==> src/rtl/fifo_pkg.sv <==
// Shared types and defaults for the synchronous FIFO controller.
// Holds the status-flag bundle and the occupancy-to-flag decoder.
package fifo_pkg;

    localparam int DEF_DATA_WIDTH = 8;
    localparam int DEF_ADD_WIDTH  = 4;

    typedef struct packed {
        logic full;
        logic empty;
        logic almost_full;
        logic almost_empty;
    } fifo_status_t;

    localparam fifo_status_t RESET_STATUS = '{
        full:         1'b0,
        empty:        1'b1,
        almost_full:  1'b0,
        almost_empty: 1'b1
    };

    function automatic fifo_status_t decode_status(
        input int cnt,
        input int depth,
        input int af,
        input int ae
    );
        fifo_status_t s;
        s.full         = (cnt == depth);
        s.empty        = (cnt == 0);
        s.almost_full  = (cnt >= af);
        s.almost_empty = (cnt <= ae);
        return s;
    endfunction

endpackage

==> src/rtl/RegFile.sv <==
// Register-file storage: synchronous write, asynchronous read.
// Contents are intentionally not reset.
module RegFile #(
    parameter int DATA_WIDTH = 8,
    parameter int ADD_WIDTH  = 4
) (
    input  logic                  clk,
    input  logic                  w_en,
    input  logic [ADD_WIDTH-1:0]  w_addr,
    input  logic [DATA_WIDTH-1:0] w_data,
    input  logic [ADD_WIDTH-1:0]  r_addr,
    output logic [DATA_WIDTH-1:0] r_data
);

    localparam int DEPTH = 2 ** ADD_WIDTH;

    logic [DATA_WIDTH-1:0] mem [DEPTH];

    always_ff @(posedge clk) begin
        if (w_en) begin
            mem[w_addr] <= w_data;
        end
    end

    assign r_data = mem[r_addr];

endmodule

==> src/rtl/sync_fifo_ctrl.sv <==
// Synchronous FIFO controller around one RegFile used as a ring buffer.
// Define FIFO_ERR_FLAGS_EN to add sticky overflow/underflow flags with err_clr.
module sync_fifo_ctrl
    import fifo_pkg::*;
#(
    parameter int DATA_WIDTH = DEF_DATA_WIDTH,
    parameter int ADD_WIDTH  = DEF_ADD_WIDTH,
    parameter int AF_LEVEL   = 2 ** ADD_WIDTH - 2,
    parameter int AE_LEVEL   = 2
) (
    input  logic                  clk,
    input  logic                  rst,
`ifdef FIFO_ERR_FLAGS_EN
    input  logic                  err_clr,
    output logic                  overflow,
    output logic                  underflow,
`endif
    input  logic                  wr_en,
    input  logic [DATA_WIDTH-1:0] wr_data,
    input  logic                  rd_en,
    output logic [DATA_WIDTH-1:0] rd_data,
    output logic                  rd_valid,
    output logic                  full,
    output logic                  empty,
    output logic                  almost_full,
    output logic                  almost_empty,
    output logic [ADD_WIDTH:0]    count
);

    localparam int DEPTH = 2 ** ADD_WIDTH;
    localparam logic [ADD_WIDTH:0] ONE = 1;

    logic [ADD_WIDTH:0]    wr_ptr;
    logic [ADD_WIDTH:0]    rd_ptr;
    logic [ADD_WIDTH:0]    count_q;
    logic [ADD_WIDTH:0]    count_d;
    fifo_status_t          status_q;
    logic                  wr_acc;
    logic                  rd_acc;
    logic [DATA_WIDTH-1:0] r_data;

    // Acceptance is gated by registered flags only.
    assign wr_acc = wr_en & ~status_q.full;
    assign rd_acc = rd_en & ~status_q.empty;

    RegFile #(
        .DATA_WIDTH (DATA_WIDTH),
        .ADD_WIDTH  (ADD_WIDTH)
    ) u_regfile (
        .clk    (clk),
        .w_en   (wr_acc),
        .w_addr (wr_ptr[ADD_WIDTH-1:0]),
        .w_data (wr_data),
        .r_addr (rd_ptr[ADD_WIDTH-1:0]),
        .r_data (r_data)
    );

    always_comb begin
        count_d = count_q;
        unique case (1'b1)
            (wr_acc & ~rd_acc): count_d = count_q + ONE;
            (rd_acc & ~wr_acc): count_d = count_q - ONE;
            default: ;
        endcase
    end

    always_ff @(posedge clk or posedge rst) begin
        if (rst) begin
            wr_ptr   <= '0;
            rd_ptr   <= '0;
            count_q  <= '0;
            status_q <= RESET_STATUS;
            rd_data  <= '0;
            rd_valid <= 1'b0;
        end else begin
            if (wr_acc) begin
                wr_ptr <= wr_ptr + ONE;
            end
            if (rd_acc) begin
                rd_ptr  <= rd_ptr + ONE;
                rd_data <= r_data;
            end
            rd_valid <= rd_acc;
            count_q  <= count_d;
            // Flags are registered alongside the count they describe.
            status_q <= decode_status(int'(count_d), DEPTH,
                                      AF_LEVEL, AE_LEVEL);
        end
    end

    assign count        = count_q;
    assign full         = status_q.full;
    assign empty        = status_q.empty;
    assign almost_full  = status_q.almost_full;
    assign almost_empty = status_q.almost_empty;

`ifdef FIFO_ERR_FLAGS_EN
    // A new error event takes priority over a clear in the same cycle.
    always_ff @(posedge clk or posedge rst) begin
        if (rst) begin
            overflow  <= 1'b0;
            underflow <= 1'b0;
        end else begin
            overflow  <= (wr_en & status_q.full) |
                         (overflow & ~err_clr);
            underflow <= (rd_en & status_q.empty) |
                         (underflow & ~err_clr);
        end
    end
`endif

endmodule

==> config.mk <==
export PLATFORM = sky130hd
export DESIGN_NAME = sync_fifo_ctrl
export DESIGN_NICKNAME = d
export VERILOG_FILES = /design/src/rtl/fifo_pkg.sv /design/src/rtl/RegFile.sv /design/src/rtl/sync_fifo_ctrl.sv
export SDC_FILE = /design/constraint.sdc
export NUM_CORES = 1
export LEC_CHECK = 0
export ABC_AREA = 1
export CAP_MARGIN = 5
export CORE_MARGIN = 2
export CORE_UTILIZATION = 50
export CTS_CLUSTER_DIAMETER = 150
export DETAILED_ROUTE_END_ITERATION = 10
export PLACE_DENSITY = 0.68
export SETUP_SLACK_MARGIN = 0.1
export SLEW_MARGIN = 10
export SYNTH_ARGS = -nofsm -noshare
export SYNTH_HDL_FRONTEND = slang
export SYNTH_HIERARCHICAL = 1
export SYNTH_SLANG_ARGS = --single-unit
export TNS_END_PERCENT = 20
==> constraint.sdc <==
create_clock -name clk -period 3.3 [get_ports clk]
set_input_delay 0.825 -clock clk [delete_from_list [all_inputs] [get_ports clk]]
set_output_delay 0.825 -clock clk [all_outputs]
set_load 0.005 [all_outputs]
# [Word-level counts from Yosys, hierarchy flattened]
# Memory sizes are Yosys's and may differ from the RTL's. A register that Yosys moved wholly into a read port is not among the register bits.
# Cells that the tools add are included.
[classes] n_reduce_logical=1 muxes=3 eq_ne=1 order_cmp=2 bitwise_logic=8 addsub=4
[ops] operator="adder 5 x 1 -> 5 bit (second input constant)" n=3
[ops] operator="one-hot mux 5 bit (2 select lines)" n=1
[ops] operator="equality test 5 bit (second input constant)" n=1
[ops] operator=">= comparator 5 x 4 -> 1 bit (second input constant)" n=1
[ops] operator="<= comparator 5 x 2 -> 1 bit (second input constant)" n=1
[ops] operator="zero test 5 bit" n=1
[ops] operator="subtractor 5 x 1 -> 5 bit (second input constant)" n=1
[ops] operator="AND 1 bit" n=4
[ops] operator="NOT 1 bit" n=4
[ops] operator="two-way mux 1 bit" n=2
[word_totals] output_inout_bits=18 ram_bits=128 n_memories=1 in_bits=12 reg_bits=20
[mem_list] memory="u_regfile.mem" depth=16 word_bits=8 read_ports=1 rd_clocked_by_memory_dff=1 write_ports=1 line_no="RegFile.sv:17" text="logic [DATA_WIDTH-1:0] mem [DEPTH];"

# [Depth between registers and ports, before layout]
# Gate-level depths: netlist of run 1.
[depth] ltp_word=6 depth_mapped=15

# [By module]
# Netlist of run 1, hierarchy kept.
[modules_own_cells] module="RegFile" n_inst=1 cells_per_inst=543 seq_area_each_um2=3843.7 area_per_inst_um2=5606.6
[modules_own_cells] module="sync_fifo_ctrl" n_inst=1 cells_per_inst=155 seq_area_each_um2=653.1 area_per_inst_um2=1305.0

# [Worst setup path before layout of run 1]
# No wires, ideal clock.
[synth_path] path_type="input -> register" from="in rd_en" to="reg status_q, in the netlist almost_empty" cell_stages=14 setup_slack_ns=1.184 setup_time_ns=0.079 arrival_ns=2.037 path_buffers=0 required_time_ns=3.221 path_cell_list="inv_2 nor2_4 nand2_4 nand2_1 nand2_2 ha_1 a21oi_1 inv_1 nand4_1 nand2_1 nand2_1 nand2_1 a21oi_2 nor2_1"
[synth_between] elab_chain_len=5 word_cells_on_any_way=6 cone_classes="1 x order compare; 1 x mux; 4 x bitwise"
[synth_rtl] element="start: declaration" line_no="sync_fifo_ctrl.sv:20" text="input logic rd_en,"
[synth_rtl] element="AND 1 bit *" line_no="sync_fifo_ctrl.sv:44" text="assign rd_acc = rd_en & ~status_q.empty;"
[synth_rtl] element="NOT 1 bit" line_no="sync_fifo_ctrl.sv:61" text="(wr_acc & ~rd_acc): count_d = count_q + ONE;"
[synth_rtl] element="AND 1 bit" line_no="sync_fifo_ctrl.sv:61"
[synth_rtl] element="one-hot mux 5 bit (2 select lines) *" line_no="sync_fifo_ctrl.sv:60" text="unique case (1'b1)"
[synth_rtl] element="net count_d[4]" line_no="sync_fifo_ctrl.sv:36" text="logic [ADD_WIDTH:0] count_d;"
[synth_rtl] element="<= comparator 5 x 2 -> 1 bit *" line_no="fifo_pkg.sv:32" text="s.almost_empty = (cnt <= ae);"
[synth_rtl] element="end signal: assignment" line_no="sync_fifo_ctrl.sv:86" text="status_q <= decode_status(int'(count_d), DEPTH,"
[synth_rtl] element="end: declaration" line_no="sync_fifo_ctrl.sv:37" text="fifo_status_t status_q;"
# The timed path passes the listed nets; every way through them passes the cells marked *.
# A chain may end at the register's enable or synchronous reset.

# [Final worst setup path of run 1]
[layout_path] from="in wr_en" to="mem u_regfile.mem[5][5] (enable)"
[layout_between] elab_chain_len=3
[layout_rtl] element="start: declaration" line_no="sync_fifo_ctrl.sv:18" text="input logic wr_en,"
[layout_rtl] element="AND 1 bit" line_no="sync_fifo_ctrl.sv:43" text="assign wr_acc = wr_en & ~status_q.full;"
[layout_rtl] element="net wr_acc" line_no="sync_fifo_ctrl.sv:38" text="logic wr_acc;"
[layout_rtl] element="two-way mux 1 bit" line_no="RegFile.sv:20" text="if (w_en) begin"
[layout_rtl] element="two-way mux 1 bit (not written as such)" line_no="RegFile.sv:21" text="mem[w_addr] <= w_data;"
[layout_rtl] element="end: declaration" line_no="RegFile.sv:17"
# The timed path passes the listed nets, and every way through them passes these cells.

==> results of run 1 <==
-- registers in the layout (all words and copies together) (netlist names) --
register / cells
almost_full: 1
empty: 1
rd_data: 8
almost_empty: 1
rd_valid: 1
full: 1
rd_ptr: 4
wr_ptr: 4
u_regfile/mem: 128
count: 5
-- layout make-up --
class                           count  area (um2)
Sequential cell                   154        4500
Multi-Input combinational cell    397        1790
Inverter                          121         454
Timing Repair Buffer               39         365
Clock buffer                       23         458
Tap cell                          176         220
Clock inverter                      9        98.8
Fill cell                        1126        5470
-- cell usage in the layout (no fill, tap or decap) --
cell type	instances
clkinv_1	1
a21oi_1	2
clkinv_2	6
clkinv_4	1
nor2_1	26
nand2_1	230
inv_2	4
nand3_2	5
edfxtp_1	128
o21ai_1	1
o21ai_0	1
nand2_4	1
clkbuf_8	1
clkbuf_16	17
nand3b_1	2
inv_1	116
nand3_1	108
bufinv_16	2
dfstp_2	2
o21bai_1	1
dfrtp_2	1
nand2_2	3
xor2_1	2
clkdlybuf4s50_1	29
clkbuf_1	5
or2_2	1
nand4_1	1
a21oi_2	1
nor2_4	1
xnor2_1	5
nor2_2	1
ha_1	5
buf_4	10
dfrtp_1	23
-- where the power goes --
group          switching, W  leakage [nW]  total [W]  internal (W)
Combinational       0.00166          1.75    0.00252      0.000861
Clock              0.000715         0.278    0.00184       0.00112
Sequential         0.000191          1.46    0.00262       0.00243
-- cells by family (layout without fill, tap and decap cells) --
| logic type | after synthesis | in the layout |
|---|---|---|
| AOI/OAI and AO/OA | 6 | 6 |
| xor gates and xnor gates | 7 | 7 |
| buffers and inverters | 147 | 192 |
| and+or+nand+nor | 379 | 379 |
| DFF | 154 | 154 |
| adders and majority gates | 5 | 5 |
-- worst max-delay path by stage --
stage / slack (ns) / startpoint / to
final: 0.87 / wr_en / u_regfile/mem[5][5]$_DFFE_PP_
after global routing: 0.72 / rd_en / almost_full$_DFF_PP0_
after CTS: 0.92 / wr_en / u_regfile/mem[5][5]$_DFFE_PP_
after detailed placement: 0.47 / wr_en / u_regfile/mem[5][5]$_DFFE_PP_
after global placement: 0.54 / wr_en / u_regfile/mem[9][1]$_DFFE_PP_
after floorplan: 1.18 / rd_en / almost_empty$_DFF_PP1_
-- metrics by stage --
step	hold slack, ns	total power (W)	instance area (um2)	util [%]	setup slack, ns
5_1_grt	0.500	0.00741	7880	59.0	0.725
4_1_cts	0.482	0.00698	7880	59.0	0.921
3_5_place_dp	0.465	0.00514	7320	54.9	0.468
6_report	0.477	0.00698	7880	59.0	0.867
3_3_place_gp	0.469	0.00508	7320	54.9	0.543
2_1_floorplan	0.440	0.00440	6910	-	1.18
-- metal layers --
metal,part of all wire [%],vias up
li1,-,2297
met1,45,2236
met2,45,209
met3,6.9,36
met4,3.5,0
met5,0,-
-- worst min-delay path, delay by kind of cell (launching register included) --
family / cells / cell delay [ns]
simple gates: 2 / 0.10
flops: 1 / 0.34
==> impl_metrics.tcl, run 1 <==
set metrics [dict create \
    outcome "completed" \
    root_buffer "clkbuf_16" \
    ys_warn_count 6 \
    antenna_found_initial 0 \
    fmax_ghz 0.411 \
    r2r-end "u_regfile/mem[5][5]$_DFFE_PP_" \
    hp-start "rd_data[7]$_DFFE_PP0P_" \
    cts_max_level 4 \
    synth_top_family_by_area "simple AND/OR/NAND/NOR gates" \
    synth_compound_area_share_pct 0.525 \
    worstRegToRegCells 5 \
    cap_violations 0 \
    relSlewSlack_pct 32.0 \
    synth_most_common_cell "nand2_1" \
    syn-instance-count 698 \
    cts_repair_resize_count 0 \
    cts_setup_buffers 0 \
    synth_edf_count 128 \
    core_um2 13300 \
    cp-start-kind "input port" \
    finalClockSkew_ns 0.00658 \
    fin_crit_ns 2.43 \
    criticalPathCategory "in2reg" \
    drive_gt1_share_pct 7.67 \
    ys_ff_latch 154 \
    met1_usage_pct 31.5 \
    synth_adder_area_share_pct 0.905 \
    avgViaCountPerCell 5.20 \
    die_h_um 122 \
    syn_area_um2 6910 \
    die_area_um2 14800 \
    gr-usage-met3_pct 4.87 \
    hold_viol_final 0 \
    gr-total-overflow 0 \
    dp.final_hpwl_um 9830 \
    final-max-slew-violation-count 0 \
    yosysTopAreaCell "edfxtp_1" \
    synth-xor-area-share_pct 0.887 \
    crit_fanout 9 \
    layout.cells.non_filler 919 \
    cts_buffer_depth 2 \
    hp-class "reg2reg" \
    critPathRequiredTime_ns 3.36 \
    ff2ff_setup_slack_ns 1.33 \
    ant_nets 0 \
    yosysSeqAreaShare_pct 65.1 \
    nNetsFinal 747 \
    power-per-cell-area_nw_per_um2 886 \
    path_clk_slew_ns 0.06 \
    area_growth_pct 14.0 \
    grtUsageTotal_pct 22.4 \
    rows 42 \
    ctsHoldBuffers 0 \
    met2_usage_pct 33.1 \
    crit_buf_inv 2 \
    place_congestion 0.881 \
    path_cells "clkdlybuf4s50_1 -> nand2_2 -> inv_1 -> nand3b_1 -> nor2_1" \
    min_path_cells 2 \
    cp_num_cells 5 \
    power_leakage_nw 3.49 \
    routed_wirelength_um 15300 \
    first_global_vias 4491 \
    r2r_start "full$_DFF_PP0_" \
    busiest_layer "met2" \
    num_vias 4778 \
    cp_slowest_cell "nor2_1" \
    synth_common_cells "230 x nand2_1, 128 x edfxtp_1, 116 x inv_1, 108 x nand3_1, 26 x nor2_1" \
    crit_family "simple AND/OR/NAND/NOR gates" \
    clkSinkCount 154 \
    worst_pin_slew_ns 1.02 \
    synthesis.nets 715 \
    place_inst 887 \
    synthTopCellsByArea "edfxtp_1 56%, nand2_1 12%, dfrtp_1 8.7%, nand3_1 7.8%, inv_1 6.3%" \
    cts_tree "yes" \
    yosys.area_share.simple_pct 23.5 \
    synth_mux_area_share_pct 0 \
    async_flop_share_pct 16.9 \
    drt_iter0_markers 467 \
    grt_max_degree 68 \
    wl_per_cell_um 16.6 \
    vdd_drop_max_mv 0.502 \
    rsz0062_at_grt "false" \
    finalCritPeriodShare_pct 73.7 \
    numCtsBuffers 17 \
    synthFlopType "edfxtp_1" \
    die_w_um 122 \
    dr.pass1.iters 6 \
    min_to "rd_data[7]$_DFFE_PP0P_" \
    synth.distinct_cells 30 \
    io_buffers 29 \
    antenna_cells 0 \
    endpoint_kind "register" \
    avgSynthCellArea_um2 9.90 \
    slowest_delay_ns 0.58 \
    worst-endpoint-arrival_ns 2.49 \
    setup_violations 0 \
    fin_setup_tns_ns 0 \
    yosysTopAreaCellShare_pct 55.6 \
    grt_first_pass_wirelength_um 24000 \
    drc 0 \
    initial_core_util_pct 51.8 \
    insertion_delay_ns 0.43 \
    ios 30 \
]
No activity file was read; power rests on OpenSTA's default activity.
==> inputs of run 2 (changes only) <==
PLACE_DENSITY = 0.7   (was 0.68)
clock period = 2 ns   (was 3.3 ns; I/O delays follow)
==> impl_metrics.tcl, run 2 (synthesis results as in run 1) <==
set metrics [dict create \
    outcome "completed" \
    finalClockSkew_ns 0.00586 \
    fin_setup_tns_ns 0 \
    endpoint_kind "output pin" \
    power.total_w 0.0126 \
    nNetsFinal 786 \
    grt_max_degree 36 \
    cts_max_level 4 \
    rsz0062_at_grt "true" \
    finalWorstSetupSlack_ns 0.0799 \
    dr.pass1.iters 5 \
    cts_tree "yes" \
    initial_core_util_pct 51.8 \
    io_buffers 29 \
    power-per-cell-area_nw_per_um2 1510 \
    ff2ff_setup_slack_ns 0.09 \
    p_int_w 0.00821 \
    cp-start-kind "register" \
    area_growth_pct 21.4 \
    layout_common_cells "228 x nand2_1, 128 x edfxtp_1, 115 x inv_1" \
    place_ws_ns -0.475 \
    path_clk_slew_ns 0.06 \
    hold_viol_final 0 \
    numCtsBuffers 17 \
    num_vias 4853 \
    die_w_um 122 \
    multi_input_area_um2 1850 \
    register_area_um2 4500 \
    grtUsageTotal_pct 22.1 \
    placedInstanceArea_um2 7600 \
    first_global_vias 4861 \
    crit_fanout 4 \
    cts_buffer_depth 2 \
    p_sw_share_pct 35.0 \
    final-max-slew-violation-count 0 \
    fmax_ghz 0.521 \
    switchingPower_w 0.00442 \
    worst_pin_slew_ns 0.603 \
    ctsHoldBuffers 0 \
    critPathRequiredTime_ns 1.50 \
    die_area_um2 14800 \
    cap_violations 0 \
    crit_buf_inv 1 \
    worst-endpoint-arrival_ns 1.42 \
    slowest_delay_ns 0.54 \
    rows 42 \
    avgViaCountPerCell 5.07 \
    antenna_found_initial 0 \
    final_area_um2 8390 \
    cp_slowest_cell "clkdlybuf4s50_1" \
    drt_iter0_markers 340 \
    power_leakage_nw 3.77 \
    pwr-share-comb_pct 36.5 \
    core_um2 13300 \
    layout_commonest_cell "nand2_1" \
    crit_family "buffers and inverters" \
    fin_util_pct 62.9 \
    largest-register "u_regfile/mem" \
    fin_crit_ns 1.92 \
    hp-class "in2async" \
    ant_nets 0 \
    criticalPathCategory "reg2out" \
    relSlewSlack_pct 59.6 \
    drc 0 \
    path_cells "clkdlybuf4s50_1" \
    place_congestion 0.910 \
    routed_wirelength_um 15100 \
    largest_reg_flops 128 \
    insertion_delay_ns 0.42 \
    pwr-share-clk_pct 29.0 \
    dp.final_hpwl_um 9520 \
    setup_violations 0 \
    root_buffer "clkbuf_16" \
    fillers 1041 \
    antenna_cells 0 \
    grt_first_pass_wirelength_um 24200 \
    clkSinkCount 154 \
    wl_per_cell_um 15.8 \
    vdd_drop_max_mv 1.06 \
    seq_power_share_pct 34.5 \
    die_h_um 122 \
    finalCritPeriodShare_pct 96.0 \
    ios 30 \
    drive_gt1_share_pct 13.7 \
    gr-total-overflow 0 \
]
run 2: cell types whose count changed in the layout (fill, tap and decap cells not counted), moves of 4 or more:
| cell | delta |
|---|---|
| clkinv_2 | -5 |
| clkbuf_1 | -4 |
| buf_4 | +35 |
| clkdlybuf4s50_1 | -4 |
| bufinv_16 | +5 |
run 2: what timing repair did:
action / 4_1_cts / 5_1_grt
buffers inserted: 4 / 2
pin swaps: 7 / 11
setup endpoints to repair: 10 / 23
gates resized for setup: 8 / 13
run 2: metrics by stage:
step / hold WS (ns) / cells
floorplan: 0.440 / 698
global placement: 0.469 / 920
detailed placement: 0.468 / 920
CTS: 0.364 / 955
global route: 0.412 / 957
finish: 0.378 / 957
run 2: final timing paths:
check / start / endpoint / cells past startpoint
worst max-delay path: count[3]$_DFF_PP0_ / count[3] / 1
worst min-delay path: rst / full$_DFF_PP0_ / 3
worst max register to register: empty$_DFF_PP1_ / full$_DFF_PP0_ / 15
worst min register to register: rd_data[1]$_DFFE_PP0P_ / rd_data[1]$_DFFE_PP0P_ / 2
max in group asynchronous: rst / rd_ptr[0]$_DFFE_PP0P_ / 3
min in group clk: rd_data[1]$_DFFE_PP0P_ / rd_data[1]$_DFFE_PP0P_ / 2
run 2: layout make-up:
type                            instances  share of cell area [%]
Clock buffer                           18                    5.11
Clock inverter                         13                    2.95
Inverter                              121                    5.41
Multi-Input combinational cell        397                    22.0
Sequential cell                       154                    53.6
Tap cell                              176                    2.62
Timing Repair Buffer                   78                    8.26
run 2: per-layer routing:
| metal | up-vias | wire, um | GRT usage [%] |
|---|---|---|---|
| li1 | 2368 | - | - |
| met1 | 2329 | 6260 | 27.1 |
| met2 | 127 | 7870 | 38.1 |
| met3 | 29 | 667 | 4.45 |
| met4 | 0 | 345 | 9.48 |
| met5 | - | 0 | 0 |
run 2: power groups by stage:
stage	Combinational, W	Clock [W]	Sequential, W
5_1_grt	0.00511	0.00384	0.00441
3_5_place_dp	0.00440	0	0.00440
3_3_place_gp	0.00429	0	0.00438
2_1_floorplan	0.00294	0	0.00432
4_1_cts	0.00450	0.00371	0.00434
6_report	0.00461	0.00366	0.00437
==> inputs of run 3 (changes only) <==
==> constraint.sdc (replaced) <==
create_clock -name clk -period 2 [get_ports clk]
set_input_delay 0.2 -clock clk [delete_from_list [all_inputs] [get_ports clk]]
set_output_delay 0.2 -clock clk [all_outputs]
set_load 0.005 [all_outputs]
==> impl_metrics.tcl, run 3 (synthesis results as in run 1) <==
set metrics [dict create \
    io_buffers 29 \
    vdd_drop_max_mv 0.867 \
    wl_per_cell_um 16.0 \
    slowest_delay_ns 0.58 \
    crit_path_end "almost_empty$_DFF_PP1_" \
    dr.pass1.iters 5 \
    hold_viol_final 0 \
    largest_reg_flops 128 \
    layout_common_cells "227 x nand2_1, 128 x edfxtp_1, 114 x inv_1" \
    whs_ns 0.0622 \
    gr-total-overflow 0 \
    crit_family "simple AND/OR/NAND/NOR gates" \
    ff2ff_setup_slack_ns 0.19 \
    place_congestion 0.911 \
    final-max-slew-violation-count 0 \
    cts_buffer_depth 2 \
    endpoint_kind "register" \
    fin_util_pct 61.0 \
    finalClockSkew_ns 0.00658 \
    setup_violations 0 \
    layout_commonest_cell "nand2_1" \
    grt_first_pass_wirelength_um 24400 \
    outcome "completed" \
    power_leakage_nw 3.62 \
    critPathRequiredTime_ns 2.35 \
    hp-class "in2async" \
    rows 42 \
    cp-start-kind "register" \
    ios 30 \
    r2r-end "almost_empty$_DFF_PP1_" \
    path_clk_slew_ns 0.06 \
    drc 0 \
    root_buffer "clkbuf_16" \
    layout.cells.non_filler 946 \
    fmax_ghz 0.552 \
    antenna_cells 0 \
    grtUsageTotal_pct 22.1 \
    crit_fanout 4 \
    dp.final_hpwl_um 9430 \
    cts_max_level 4 \
    finalCritPeriodShare_pct 90.5 \
    initial_core_util_pct 51.8 \
    drive_gt1_share_pct 12.2 \
    drt_iter0_markers 328 \
    r2r_start "empty$_DFF_PP1_" \
    grt_max_degree 36 \
    area_growth_pct 17.8 \
    startpoint "empty$_DFF_PP1_" \
    cp_num_cells 12 \
    worst-endpoint-arrival_ns 2.16 \
    core_um2 13300 \
    relSlewSlack_pct 52.9 \
    insertion_delay_ns 0.42 \
    worst_pin_slew_ns 0.704 \
    avgViaCountPerCell 5.08 \
    die_h_um 122 \
    nNetsFinal 774 \
    clkSinkCount 154 \
    fin_crit_ns 1.81 \
    place_inst 910 \
    power-per-cell-area_nw_per_um2 1460 \
    path_cells "nor2_4 -> nand3_1 -> nand2_2 -> ha_2 -> a21oi_2 -> inv_2 -> nand4_1 -> nand2_1 -> nand2_1 -> nand2_2 -> a21oi_2 -> nor2_1" \
    cap_violations 0 \
    cts_tree "yes" \
    ant_nets 0 \
    num_vias 4807 \
    largest-register "u_regfile/mem" \
    antenna_found_initial 0 \
    worstRegToRegCells 12 \
    numCtsBuffers 17 \
    rsz0062_at_grt "false" \
    die_w_um 122 \
    crit_buf_inv 1 \
    first_global_vias 4871 \
    die_area_um2 14800 \
    cp_slowest_cell "dfstp_2" \
    criticalPathCategory "reg2reg" \
    routed_wirelength_um 15200 \
]
run 3: final cells by class:
| class | count | area [um2] |
|---|---|---|
| repair buffers | 66 | 593 |
| clock buffers | 19 | 433 |
| inverters | 121 | 454 |
| clock inverters | 13 | 128 |
| fillers | 1107 | 5200 |
| multi-input cells | 397 | 1820 |
| well taps | 176 | 220 |
| flip-flops and latches | 154 | 4500 |
run 3: timing repair:
action / CTS / global route
gates resized for setup: 0 / 11
hold buffers: 0 / 0
setup buffers: 0 / 4
setup endpoints to repair: 0 / 5
run 3: worst min-delay path by stage:
stage | end | slack [ns] | cells past startpoint
finish | full$_DFF_PP0_ | 0.06 | 2
global route | full$_DFF_PP0_ | 0.09 | 2
CTS | full$_DFF_PP0_ | 0.07 | 2
detailed placement | rd_data[0]$_DFFE_PP0P_ | 0.47 | 2
global placement | rd_data[7]$_DFFE_PP0P_ | 0.47 | 2
floorplan | almost_full$_DFF_PP0_ | 0.24 | 1
run 3: power by group:
group          switching (W)  internal (W)
registers           0.000345       0.00401
clock network        0.00122       0.00182
logic                0.00283       0.00168
total                0.00440       0.00751
run 3: metal layers:
layer  global-route usage [%]  share of wire [%]
met1                     27.7                 42
met4                     7.54                1.6
met2                     37.9                 52
met5                        0                  0
met3                     5.20                4.8
run 3: stage by stage:
step	setup WS (ns)	total power, W	area (um2)	setup TNS, ns
after floorplan	0.265	0.00727	6910	0
after detailed placement	-0.167	0.00877	7520	-0.696
final	0.189	0.0119	8150	0
after global routing	0.0667	0.0127	8150	0
after CTS	0.139	0.0118	8080	0
after global placement	-0.0609	0.00862	7520	-0.189
run 3: worst reg2reg max path: stages, from the launching register on:
cell and delay (ns):
dfstp_2 0.58, nor2_4 0.06, nand3_1 0.09, nand2_2 0.08
ha_2 0.17, a21oi_2 0.14, inv_2 0.06, nand4_1 0.11
nand2_1 0.07, nand2_1 0.07, nand2_2 0.07, a21oi_2 0.17
nor2_1 0.07
